**config.mk**
```make
export PLATFORM = sky130hd
export DESIGN_NAME = alu_issue_ctrl
export DESIGN_NICKNAME = d
export VERILOG_FILES = /design/src/rtl/alu_pkg.sv /design/src/rtl/alu_op_class_dec.sv /design/src/rtl/alu_issue_ctrl.sv
export SDC_FILE = /design/constraint.sdc
export NUM_CORES = 1
export LEC_CHECK = 0
export CAP_MARGIN = 30
export CORE_MARGIN = 2
export CORE_UTILIZATION = 50
export DETAILED_ROUTE_END_ITERATION = 10
export PLACE_DENSITY_LB_ADDON = 0.25
export SLEW_MARGIN = 10
export SYNTH_ARGS = -nofsm -noshare
export SYNTH_HDL_FRONTEND = slang
export SYNTH_HIERARCHICAL = 1
export SYNTH_SLANG_ARGS = --single-unit
```
**constraint.sdc**
```tcl
create_clock -name clk -period 8.9 [get_ports clk]
set_clock_uncertainty 0.1 [all_clocks]
set_input_delay 2.225 -clock clk [delete_from_list [all_inputs] [get_ports clk]]
set_output_delay 2.225 -clock clk [all_outputs]
set_load 0.02 [all_outputs]
```
**src/rtl/alu_pkg.sv**
```systemverilog
// Shared definitions for the ALU issue controller: op-code map, op classes,
// controller states and the op-code classification helper.
package alu_pkg;

    localparam int OP_CODE_W = 6;

    localparam logic [OP_CODE_W-1:0] OP_NOP    = 6'd0;
    localparam logic [OP_CODE_W-1:0] OP_LB     = 6'd1;
    localparam logic [OP_CODE_W-1:0] OP_LH     = 6'd2;
    localparam logic [OP_CODE_W-1:0] OP_LW     = 6'd3;
    localparam logic [OP_CODE_W-1:0] OP_LBU    = 6'd4;
    localparam logic [OP_CODE_W-1:0] OP_LHU    = 6'd5;
    localparam logic [OP_CODE_W-1:0] OP_SB     = 6'd6;
    localparam logic [OP_CODE_W-1:0] OP_SH     = 6'd7;
    localparam logic [OP_CODE_W-1:0] OP_ADDI   = 6'd8;
    localparam logic [OP_CODE_W-1:0] OP_SLTI   = 6'd9;
    localparam logic [OP_CODE_W-1:0] OP_SLTIU  = 6'd10;
    localparam logic [OP_CODE_W-1:0] OP_XORI   = 6'd11;
    localparam logic [OP_CODE_W-1:0] OP_ORI    = 6'd12;
    localparam logic [OP_CODE_W-1:0] OP_ANDI   = 6'd13;
    localparam logic [OP_CODE_W-1:0] OP_SLLI   = 6'd14;
    localparam logic [OP_CODE_W-1:0] OP_SRLI   = 6'd15;
    localparam logic [OP_CODE_W-1:0] OP_SRAI   = 6'd16;
    localparam logic [OP_CODE_W-1:0] OP_SW     = 6'd17;
    localparam logic [OP_CODE_W-1:0] OP_LUI    = 6'd18;
    localparam logic [OP_CODE_W-1:0] OP_AUIPC  = 6'd19;
    localparam logic [OP_CODE_W-1:0] OP_FENCE  = 6'd20;
    localparam logic [OP_CODE_W-1:0] OP_ECALL  = 6'd21;
    localparam logic [OP_CODE_W-1:0] OP_ADD    = 6'd22;
    localparam logic [OP_CODE_W-1:0] OP_SUB    = 6'd23;
    localparam logic [OP_CODE_W-1:0] OP_SLL    = 6'd24;
    localparam logic [OP_CODE_W-1:0] OP_SLT    = 6'd25;
    localparam logic [OP_CODE_W-1:0] OP_SLTU   = 6'd26;
    localparam logic [OP_CODE_W-1:0] OP_XOR    = 6'd27;
    localparam logic [OP_CODE_W-1:0] OP_SRL    = 6'd28;
    localparam logic [OP_CODE_W-1:0] OP_SRA    = 6'd29;
    localparam logic [OP_CODE_W-1:0] OP_OR     = 6'd30;
    localparam logic [OP_CODE_W-1:0] OP_AND    = 6'd31;
    localparam logic [OP_CODE_W-1:0] OP_EBREAK = 6'd32;
    localparam logic [OP_CODE_W-1:0] OP_BEQ    = 6'd33;
    localparam logic [OP_CODE_W-1:0] OP_BNE    = 6'd34;
    localparam logic [OP_CODE_W-1:0] OP_BLT    = 6'd35;
    localparam logic [OP_CODE_W-1:0] OP_BGE    = 6'd36;
    localparam logic [OP_CODE_W-1:0] OP_BLTU   = 6'd37;
    localparam logic [OP_CODE_W-1:0] OP_BGEU   = 6'd38;
    localparam logic [OP_CODE_W-1:0] OP_JALR   = 6'd39;
    localparam logic [OP_CODE_W-1:0] OP_JAL    = 6'd40;

    typedef enum logic [2:0] {
        ALU,
        BRANCH,
        JUMP,
        LOAD,
        ILLEGAL
    } op_class_e;

    typedef enum logic [1:0] {
        IDLE,
        EXEC,
        CAPT,
        OUT
    } state_e;

    // Only the codes the controller knows how to retire get a real class;
    // everything else, including NOP, is reported as illegal.
    function automatic op_class_e op_class(input logic [OP_CODE_W-1:0] op);
        if ((op >= OP_ADDI && op <= OP_SRAI) || (op >= OP_ADD && op <= OP_AND))
            return ALU;
        else if (op >= OP_BEQ && op <= OP_BGEU)
            return BRANCH;
        else if (op == OP_JAL || op == OP_JALR)
            return JUMP;
        else if (op == OP_LB)
            return LOAD;
        else
            return ILLEGAL;
    endfunction

endpackage

```
**src/rtl/alu_op_class_dec.sv**
```systemverilog
// Combinational op-code decode: class, register-write intent and whether
// the external ALU takes part in the operation.
module alu_op_class_dec
    import alu_pkg::*;
#(
    parameter int OP_W = 6
) (
    input  logic [OP_W-1:0] op,
    output op_class_e       cls,
    output logic            wb_we,
    output logic            uses_alu
);

    // Classify the op and derive the per-class control bits.
    always_comb begin
        cls      = op_class(OP_CODE_W'(op));
        wb_we    = (cls == ALU) || (cls == JUMP);
        uses_alu = (cls == ALU) || (cls == BRANCH);
    end

endmodule

```
**src/rtl/alu_issue_ctrl.sv**
```systemverilog
// Issue controller for a registered 1-cycle ALU: accepts one op from decode,
// runs it through EXEC/CAPT, presents the result to writeback in OUT and
// emits a one-cycle redirect for taken branches and jumps.
// Optional build macro ALU_PERF_EN adds perf_ops / perf_br retirement counters.
module alu_issue_ctrl
    import alu_pkg::*;
#(
    parameter int XLEN = 32,
    parameter int OP_W = 6,
    parameter int RD_W = 5
) (
    input  logic            clk,
    input  logic            rst,
    input  logic            in_valid,
    output logic            in_ready,
    input  logic [OP_W-1:0] in_op,
    input  logic [XLEN-1:0] in_rs1,
    input  logic [XLEN-1:0] in_rs2,
    input  logic [XLEN-1:0] in_imm,
    input  logic [XLEN-1:0] in_pc,
    input  logic [RD_W-1:0] in_rd,
    input  logic            flush,
    output logic [OP_W-1:0] alu_op,
    output logic [XLEN-1:0] alu_a,
    output logic [XLEN-1:0] alu_b,
    output logic [XLEN-1:0] alu_imm,
    output logic [XLEN-1:0] alu_pc,
    input  logic [XLEN-1:0] alu_result,
    input  logic            alu_branch,
    output logic            wb_valid,
    input  logic            wb_ready,
    output logic            wb_we,
    output logic [RD_W-1:0] wb_rd,
    output logic [XLEN-1:0] wb_data,
    output logic            br_valid,
    output logic [XLEN-1:0] br_target,
    output logic            illegal,
    output logic            busy
`ifdef ALU_PERF_EN
    ,
    output logic [31:0]     perf_ops,
    output logic [31:0]     perf_br
`endif
);

    state_e          state_q, state_d;
    logic            accept;

    logic [OP_W-1:0] op_p0;
    logic [XLEN-1:0] a_p0, b_p0, imm_p0, pc_p0;
    logic [RD_W-1:0] rd_p0;

    logic [XLEN-1:0] wb_data_p2, br_target_p2;
    logic [RD_W-1:0] wb_rd_p2;
    logic            wb_we_p2, illegal_p2, br_taken_p2, first_out_p2;

    op_class_e       cls;
    logic            cls_we, uses_alu;
    logic [XLEN-1:0] link_addr, rel_target, reg_target;

    alu_op_class_dec #(.OP_W(OP_W)) u_dec (
        .op       (op_p0),
        .cls      (cls),
        .wb_we    (cls_we),
        .uses_alu (uses_alu)
    );

    // Flush blocks acceptance so an op offered alongside it is not taken.
    assign in_ready = !flush && ((state_q == IDLE) || (state_q == OUT && wb_ready));
    assign accept   = in_valid && in_ready;

    // Next-state logic; flush overrides every transition.
    always_comb begin
        state_d = state_q;
        case (state_q)
            IDLE:    if (accept) state_d = EXEC;
            EXEC:    state_d = CAPT;
            CAPT:    state_d = OUT;
            OUT:     if (wb_ready) state_d = accept ? EXEC : IDLE;
            default: state_d = IDLE;
        endcase
        if (flush) state_d = IDLE;
    end

    // State register and accept stage: operands held from accept until the next op.
    always_ff @(posedge clk) begin
        if (rst) begin
            state_q <= IDLE;
            op_p0   <= '0;
            a_p0    <= '0;
            b_p0    <= '0;
            imm_p0  <= '0;
            pc_p0   <= '0;
            rd_p0   <= '0;
        end else begin
            state_q <= state_d;
            if (accept) begin
                op_p0  <= in_op;
                a_p0   <= in_rs1;
                b_p0   <= in_rs2;
                imm_p0 <= in_imm;
                pc_p0  <= in_pc;
                rd_p0  <= in_rd;
            end
        end
    end

    assign link_addr  = pc_p0 + XLEN'(4);
    assign rel_target = pc_p0 + imm_p0;
    assign reg_target = (a_p0 + imm_p0) & ~XLEN'(1);

    // Capture stage: ALU outputs are valid during CAPT and are frozen here so
    // the writeback payload stays stable however long OUT stalls.
    always_ff @(posedge clk) begin
        if (rst) begin
            wb_data_p2   <= '0;
            wb_rd_p2     <= '0;
            wb_we_p2     <= 1'b0;
            illegal_p2   <= 1'b0;
            br_taken_p2  <= 1'b0;
            br_target_p2 <= '0;
            first_out_p2 <= 1'b0;
        end else begin
            first_out_p2 <= (state_q == CAPT);
            if (state_q == CAPT) begin
                wb_rd_p2   <= rd_p0;
                wb_we_p2   <= cls_we && (rd_p0 != '0);
                illegal_p2 <= (cls == ILLEGAL);
                case (cls)
                    ALU: begin
                        wb_data_p2   <= alu_result;
                        br_taken_p2  <= 1'b0;
                        br_target_p2 <= rel_target;
                    end
                    BRANCH: begin
                        wb_data_p2   <= '0;
                        br_taken_p2  <= alu_branch;
                        br_target_p2 <= rel_target;
                    end
                    JUMP: begin
                        wb_data_p2   <= link_addr;
                        br_taken_p2  <= 1'b1;
                        br_target_p2 <= (op_p0 == OP_W'(OP_JALR)) ? reg_target : rel_target;
                    end
                    LOAD: begin
                        wb_data_p2   <= a_p0 + imm_p0;
                        br_taken_p2  <= 1'b0;
                        br_target_p2 <= rel_target;
                    end
                    default: begin
                        wb_data_p2   <= '0;
                        br_taken_p2  <= 1'b0;
                        br_target_p2 <= rel_target;
                    end
                endcase
            end
        end
    end

    assign alu_op    = (state_q == EXEC && uses_alu) ? op_p0 : '0;
    assign alu_a     = a_p0;
    assign alu_b     = b_p0;
    assign alu_imm   = imm_p0;
    assign alu_pc    = pc_p0;
    assign wb_valid  = (state_q == OUT) && !flush;
    assign wb_we     = wb_we_p2;
    assign wb_rd     = wb_rd_p2;
    assign wb_data   = wb_data_p2;
    assign br_valid  = wb_valid && first_out_p2 && br_taken_p2;
    assign br_target = br_target_p2;
    assign illegal   = wb_valid && illegal_p2;
    assign busy      = (state_q != IDLE);

`ifdef ALU_PERF_EN
    // Retirement counters; only reset clears them, flush leaves them alone.
    always_ff @(posedge clk) begin
        if (rst) begin
            perf_ops <= '0;
            perf_br  <= '0;
        end else begin
            if (wb_valid && wb_ready) perf_ops <= perf_ops + 32'd1;
            if (br_valid)             perf_br  <= perf_br + 32'd1;
        end
    end
`endif

endmodule
```
==> qor.csv, run 1 <==
metric;value;unit
numCtsBuffers;24;
yosys_warnings;6;
initial_utilization;50.51;%
layout.nets;2234;
postCtsSetupBuffers;0;
synth_nets;1913;
yosys.area.top_type_share;33.97;%
core;0.02496;mm^2
worstHoldStart;alu_b[2];
ff_latch_area;0.004284;mm^2
status;finished clean;
final_antenna_net_count;0;
grt_max_degree;113;
rsz0062_at_grt;false;
slowest_stage;clkdlybuf4s50_1;
drive_gt1_share;4.693;%
critPathBufInv;2;
total_power;2.493;mW
multi_input_area;0.007875;mm^2
clk_latency;520;ps
required;6580;ps
rows;58;
placement.io_buffers;385;
synth.distinct_cells;95;
cts.hold.buffers_added;0;
cts_sinks;214;
r2r-start;op_p0[2];
power_density;143.1;mW/mm^2
min_period;6175;ps
setup_tns;0;ps
critPathMaxFanout;4;
wl;46.22;mm
crit_type;in2out;
synthArstFlopShare;0;%
gr-usage-all-layers;33.33;%
cts-resized-gates;0;
wl_per_cell;19.80;um
setup_viol;0;
synth_edf_count;0;
worstSetupEndpointType;primary output;
startpoint;flush;
path_clk_slew;60;ps
ys_seq_elements;214;
crit_arrival;3850;ps
crit_chain;clkdlybuf4s50_1 > nor2b_1 > and3_1 > clkdlybuf4s50_1;
worst_hold_slack;351.6;ps
yosys-top-cells-count;nand2_1 (382), a21oi_1 (250), dfxtp_1 (214);
die_y;162.8;um
cts_tree;yes;
drt_iter0_drc;1204;
areaGrowthSynthToFinish;38.19;%
hpwlAfterDp;34.56;mm
power.leakage;6.401;nW
cts_buffer_depth;3;
syn_area;0.01261;mm^2
die_x;162.8;um
dr.pass1.iters;8;
synth.area.top_cells;dfxtp_1 (34%), nand2_1 (11%), a21oi_1 (9.9%);
vias;13710;
drc_errors;0;
critPathTopFamily;buffers and inverters;
maxCapViolCount;0;
yosysMostFrequentCell;nand2_1;
ioPinCount;386;
critPathLaunchType;input port;
yosysSeqAreaShare;33.97;%
fin_area;0.01743;mm^2
grt_overflow;0;
ys.flop_type;dfxtp_1;
worst_pin_slew;889.5;ps
antenna_found_initial;2;
hold_viol;0;
crit_path_frequent_cell;clkdlybuf4s50_1;
fillCellCount;2074;
ir_worst_vdd;0.1149;mV
slowest_delay;600;ps
die_area;0.02651;mm^2
synth_area_leader_cell;dfxtp_1;
grt_pass1_wl;70.34;mm
fmax;161.9;MHz
place.gp.congestion;0.9357;
drv_slew;0;
syn-instance-count;1666;
fin_util;69.80;%
viasPerCell;5.875;
avgSynthCellArea;7.569;um^2
min_path_type;reg2reg;
ctsRootBufferMaster;clkbuf_16;
fin_crit_sh;69.39;%
dpl_cell_area;0.01661;mm^2
h-tree-depth;1;
slew_headroom;40.70;%
grt_pass1_vias;13000;
-- worst min-delay path, cell delays in order (launching register included) --
cell     delay [ps]
dfxtp_1         300
nand2_1          50
a21oi_1          50
-- where the power goes --
part           leakage [nW]  switching (mW)  internal (mW)
logic                  4.28           0.247          0.211
registers              1.74          0.0471          0.991
clock network         0.382           0.402          0.595
total                  6.40           0.696           1.80
-- final cells by class --
type                            count  area share, %
Inverter                           26         0.5601
Antenna cell                        1        0.01436
Clock buffer                       35          3.978
Sequential cell                   214          24.59
Multi-Input combinational cell   1323          45.19
Clock inverter                      7         0.5026
Timing Repair Buffer              398          22.80
Tap cell                          330          2.369
-- cells in the final DEF (no fill, tap or decap), types with 7 or more instances in the layout --
master,count
a21o_1,13
nand4_1,20
inv_1,23
clkbuf_16,25
clkdlybuf4s50_1,384
and2_1,7
ha_1,67
dfxtp_1,214
o21ai_0,56
xnor2_1,55
mux2i_1,8
and3_1,24
a22oi_1,11
xor2_1,22
nor3_1,25
o211ai_1,10
nand3_1,35
nand2_1,381
o21bai_1,8
a31oi_1,7
a21oi_1,249
a311oi_1,9
buf_4,12
a211oi_1,27
clkbuf_1,7
nor2b_1,18
nor2_1,104
o21a_1,16
a222oi_1,18
-- routing by layer --
metal	wire (um)	global-route usage [%]	share of wire, %	vias up
met5	12	0	0.026	-
met4	1683	12.35	3.6	2
met3	3836	6.392	8.3	98
met2	20920	54.35	45	605
met1	19770	43.83	43	6449
li1	-	-	-	6559
-- per-stage QoR --
| stage | instances | setup WS (ps) |
|---|---|---|
| 3_5_place_dp | 2290 | 2729 |
| 6_report | 2334 | 2725 |
| 3_3_place_gp | 2290 | 2767 |
| 5_1_grt | 2334 | 2694 |
| 2_1_floorplan | 1666 | 3667 |
| 4_1_cts | 2332 | 2728 |
-- worst paths after layout --
check | depth (start not counted) | slack [ps] | endpoint
max | 4 | 2720 | br_valid
min | 2 | 350 | alu_b[2]
max reg2reg | 10 | 5250 | br_target[28]
min reg2reg | 2 | 350 | alu_b[2]
-- state kept, by name, indices dropped and copies added, names as in the netlist, 6 cells and up --
name and cells:
alu_b 32, op_p0 6, br_target 32, alu_imm 32
alu_a 32, wb_data 32, alu_pc 32
-- cells by family (layout without fill, tap and decap cells) --
logic type / after synthesis / count (layout) / share of synthesized area [%]
compound gates: 497 / 497 / 25.11
mux: 10 / 10 / 0.8137
buf+inv: 129 / 466 / 3.979
xor+xnor: 77 / 77 / 5.348
fa+ha+maj: 70 / 70 / 7.065
simple gates: 669 / 669 / 23.71
other cells: 0 / 1 / 0
flops: 214 / 214 / 33.98
Note: power is estimated with default switching activity, not from simulation.
==> run 2, diff against run 1 <==
Settings changed: CORE_UTILIZATION 50 to 48.
Clock period 8.9 ns to 6.3 ns, I/O delays scaled along.
==> run 2 against run 1 <==
Effect of this change:
- sequential power increased by 41%
- cell area increased by 0.25%
- routed wire length increased by 0.38%
- setup slack got worse by 1400 ps
- clock-buffer cell count unchanged
- core utilization decreased by 2.4 points
- critical path type unchanged
- flip-flop and latch count unchanged
- via count decreased by 0.18%
==> qor.csv, run 2 (same netlist as run 1, synthesis figures left out) <==
metric;value;unit
status;finished clean;
worstSetupEndpointType;primary output;
ioPinCount;386;
numCtsBuffers;25;
cts_sinks;214;
core;0.02591;mm^2
postCtsSetupBuffers;0;
worst_hold_slack;354.4;ps
placed_cells;2297;
required;4620;ps
gr-usage-all-layers;31.87;%
swShare;27.80;%
final_antenna_net_count;0;
p_seq_share;41.5;%
h-tree-depth;1;
die_area;0.02758;mm^2
viasPerCell;5.848;
crit_type;in2out;
hpwlAfterDp;34.32;mm
total_power;3.537;mW
grt_max_degree;115;
layout.nets;2237;
drt_iter0_drc;1187;
critPathLaunchType;input port;
min_period;4933;ps
cts-resized-gates;0;
drive_gt1_share;4.838;%
placement.io_buffers;385;
grt_pass1_wl;71.41;mm
path_clk_slew;50;ps
crit_arrival;3260;ps
p_comb_share;18.4;%
min_path_type;reg2reg;
place.gp.congestion;0.9641;
stdcell_count;2341;
worst_pin_slew;876.1;ps
fillCellCount;2219;
cts_tree;yes;
p_int;2.554;mW
rows;59;
p_switching;983.0;uW
initial_utilization;48.66;%
grt_pass1_vias;12800;
fin_crit_sh;78.30;%
pre_cts_ws;1399;ps
drc_errors;0;
power_density;202.4;mW/mm^2
critPathMaxFanout;4;
power.leakage;6.419;nW
final_cell_mix;clkdlybuf4s50_1 (384), nand2_1 (381), a21oi_1 (249);
dr.pass1.iters;6;
setup_tns;0;ps
maxCapViolCount;0;
die_x;166.1;um
layout_setup_ws;1367;ps
cts.hold.buffers_added;0;
rsz0062_at_grt;false;
setup_viol;0;
hold_viol;0;
vias;13690;
antenna_found_initial;2;
drv_slew;0;
clk_latency;520;ps
ir_worst_vdd;0.1805;mV
wl;46.40;mm
cts_buffer_depth;3;
clkPwrFrac;40.1;%
grt_overflow;0;
slew_headroom;41.59;%
fmax;202.7;MHz
die_y;166.1;um
ctsRootBufferMaster;clkbuf_16;
final_common_cell;clkdlybuf4s50_1;
wl_per_cell;19.82;um
areaGrowthSynthToFinish;38.54;%
## run 2: cell count changes in the layout (fill, tap and decap cells not counted), sizes merged
cell / change
buf: +2
## run 2: path summary, 6_finish.rpt
kind / end / from / slack (ps) / cells after the start
worst min register to register: alu_b[22] / alu_b[22] / 350 / 2
worst max-delay path: br_valid / flush / 1370 / 4
worst min-delay path: alu_b[22] / alu_b[22] / 350 / 2
worst max register to register: br_target[28] / op_p0[5] / 2640 / 10
## run 2: per-stage QoR
step                      area, um^2  util, %
after global placement         16650    64.25
after floorplan                12610        -
after global routing           17470    67.42
final                          17470    67.42
after CTS                      17440    67.30
after detailed placement       16650    64.25
## run 2: critical path: stages
cell and delay, ps:
clkdlybuf4s50_1 460, nor2b_1 380, and3_1 240, clkdlybuf4s50_1 600
## run 2: final cells by class
class                           instances  area, um^2  share of cell area (%)
Multi-Input combinational cell       1323        7875                   45.08
Tap cell                              335       419.2                   2.399
Clock buffer                           35       703.2                   4.025
Clock inverter                          7       87.58                  0.5014
Antenna cell                            1       2.502                 0.01432
Timing Repair Buffer                  400        4000                   22.90
Sequential cell                       214        4284                   24.52
Inverter                               26       97.59                  0.5587
## run 2: per-layer routing
metal  share of wire, %  global-route usage, %
met4                2.1                  8.393
met3                8.2                  5.505
met5              0.028                      0
met1                 43                  43.16
met2                 46                  52.68
## run 2: power by group through the flow
stage | clock network [mW] | registers, mW | logic, mW
after CTS | 1.44 | 1.47 | 0.642
after floorplan | 0 | 1.52 | 0.302
after global routing | 1.49 | 1.47 | 0.700
after global placement | 0 | 1.49 | 0.631
after detailed placement | 0 | 1.49 | 0.638
final | 1.42 | 1.47 | 0.650
==> run 3, diff against run 2 <==
Settings changed: CORE_UTILIZATION 48 to 43.
Clock period 6.3 ns to 4.17 ns, I/O delays scaled along.
==> run 3 against run 2 <==
Effect of this change:
- sequential share of layout area down 0.18 points
- sequential power grew 50%
- die area increased by 11%
- final cell count is 2.4% higher
- hold slack lost 2.1 ps
- clock-buffer cell count fell by 4
- largest cell class unchanged
==> qor.csv, run 3 (same netlist as run 1, synthesis figures left out) <==
metric;value;unit
placement.io_buffers;385;
path_clk_slew;60;ps
viasPerCell;5.688;
fin_area;0.01760;mm^2
ir_worst_vdd;0.2615;mV
drive_gt1_share;5.514;%
critPathLaunchType;register;
ctsRootBufferMaster;clkbuf_16;
drv_slew;0;
worst_pin_slew;1012;ps
crit_arrival;2750;ps
die_x;175.2;um
final_antenna_net_count;0;
dr.pass1.iters;5;
worst_hold_slack;352.2;ps
slowest_delay;620;ps
h-tree-depth;1;
power_density;306.2;mW/mm^2
layout_setup_ws;275.9;ps
worstHoldStart;alu_b[28];
crit_type;reg2out;
rows;62;
die_area;0.03071;mm^2
grt_max_degree;140;
worstSetupEndpointType;primary output;
multi_input_area;0.007884;mm^2
status;finished clean;
rsz0062_at_grt;false;
slew_headroom;32.56;%
setup_viol;0;
hpwlAfterDp;35.52;mm
min_period;3894;ps
setup_tns;0;ps
antenna_found_initial;3;
place.gp.congestion;0.9712;
required;3030;ps
critPathMaxFanout;12;
grt_pass1_wl;71.13;mm
crit_chain;or4b_1 > a21o_1 > o31ai_2 > and3_1 > clkdlybuf4s50_1;
critPathTopFamily;simple AND/OR/NAND/NOR gates;
drc_errors;0;
wl_per_cell;19.76;um
areaGrowthSynthToFinish;39.59;%
vias;13640;
maxCapViolCount;0;
power.leakage;6.455;nW
cts_tree;yes;
clk_latency;520;ps
core;0.02878;mm^2
final_cell_mix;clkdlybuf4s50_1 (384), nand2_1 (381), a21oi_1 (248);
wl;47.40;mm
cts_buffer_depth;3;
gr-usage-all-layers;29.03;%
ff_latch_area;0.004284;mm^2
hold_viol;0;
slowest_stage;clkdlybuf4s50_1;
fin_crit_sh;93.38;%
cts_sinks;214;
grt_overflow;0;
min_path_type;reg2reg;
layout.nets;2243;
fillCellCount;2526;
numCtsBuffers;25;
die_y;175.2;um
critPathBufInv;1;
r2r-start;op_p0[3];
rr_worst_depth;10;
initial_utilization;43.81;%
pre_cts_ws;532.5;ps
startpoint;op_p0[4];
ioPinCount;386;
dpl_cell_area;0.01678;mm^2
crit_cells;5;
total_power;5.390;mW
grt_pass1_vias;12700;
fmax;256.8;MHz
hold_depth;2;
final_common_cell;clkdlybuf4s50_1;
drt_iter0_drc;994;
## run 3: metal layers
layer	vias to the layer above	track usage, %	share of wire [%]
met3	78	5.788	9.5
met2	605	48.46	46
met4	4	7.674	2.5
met1	6390	38.19	42
li1	6564	-	-
met5	-	0	0.049
## run 3: final timing paths
| kind | endpoint | slack (ps) |
|---|---|---|
| setup / recovery | alu_op[3] | 280 |
| hold / removal | alu_b[28] | 350 |
| setup reg to reg | br_target[29] | 830 |
| hold reg to reg | alu_b[28] | 350 |
## run 3: metrics by stage
| stage | cells | utilization, % |
|---|---|---|
| 2_1_floorplan | 1666 | - |
| 4_1_cts | 2397 | 61.13 |
| 5_1_grt | 2398 | 61.16 |
| 3_5_place_dp | 2353 | 58.30 |
| 3_3_place_gp | 2353 | 58.30 |
| 6_report | 2398 | 61.16 |
## run 3: cell type report
class,instances,share of cell area (%)
Multi-Input combinational cell,1323,44.79
Sequential cell,214,24.34
Timing Repair Buffer,406,22.94
Clock buffer,31,3.910
Tap cell,384,2.730
Clock inverter,13,0.7250
Inverter,26,0.5544
Antenna cell,1,0.01422
## run 3: worst reg2reg max path, delay by kind of cell, from the launching register on
| kind | cells | cell delay (ps) |
|---|---|---|
| AND/OR/NAND/NOR | 5 | 1580 |
| AO/OA/AOI/OAI | 4 | 770 |
| flip-flops | 1 | 560 |
| buffers and inverters | 1 | 210 |
## run 3: where the power goes
group	total, mW	switching (mW)	internal (mW)
logic	0.994	0.535	0.459
clock network	2.19	0.898	1.29
registers	2.21	0.0944	2.12
## run 3: timing repair
item / in CTS / in global routing
buffers inserted: 0 / 0
hold buffers: 0 / 0
setup endpoints to repair: 0 / 1
gates resized for setup: 0 / 1
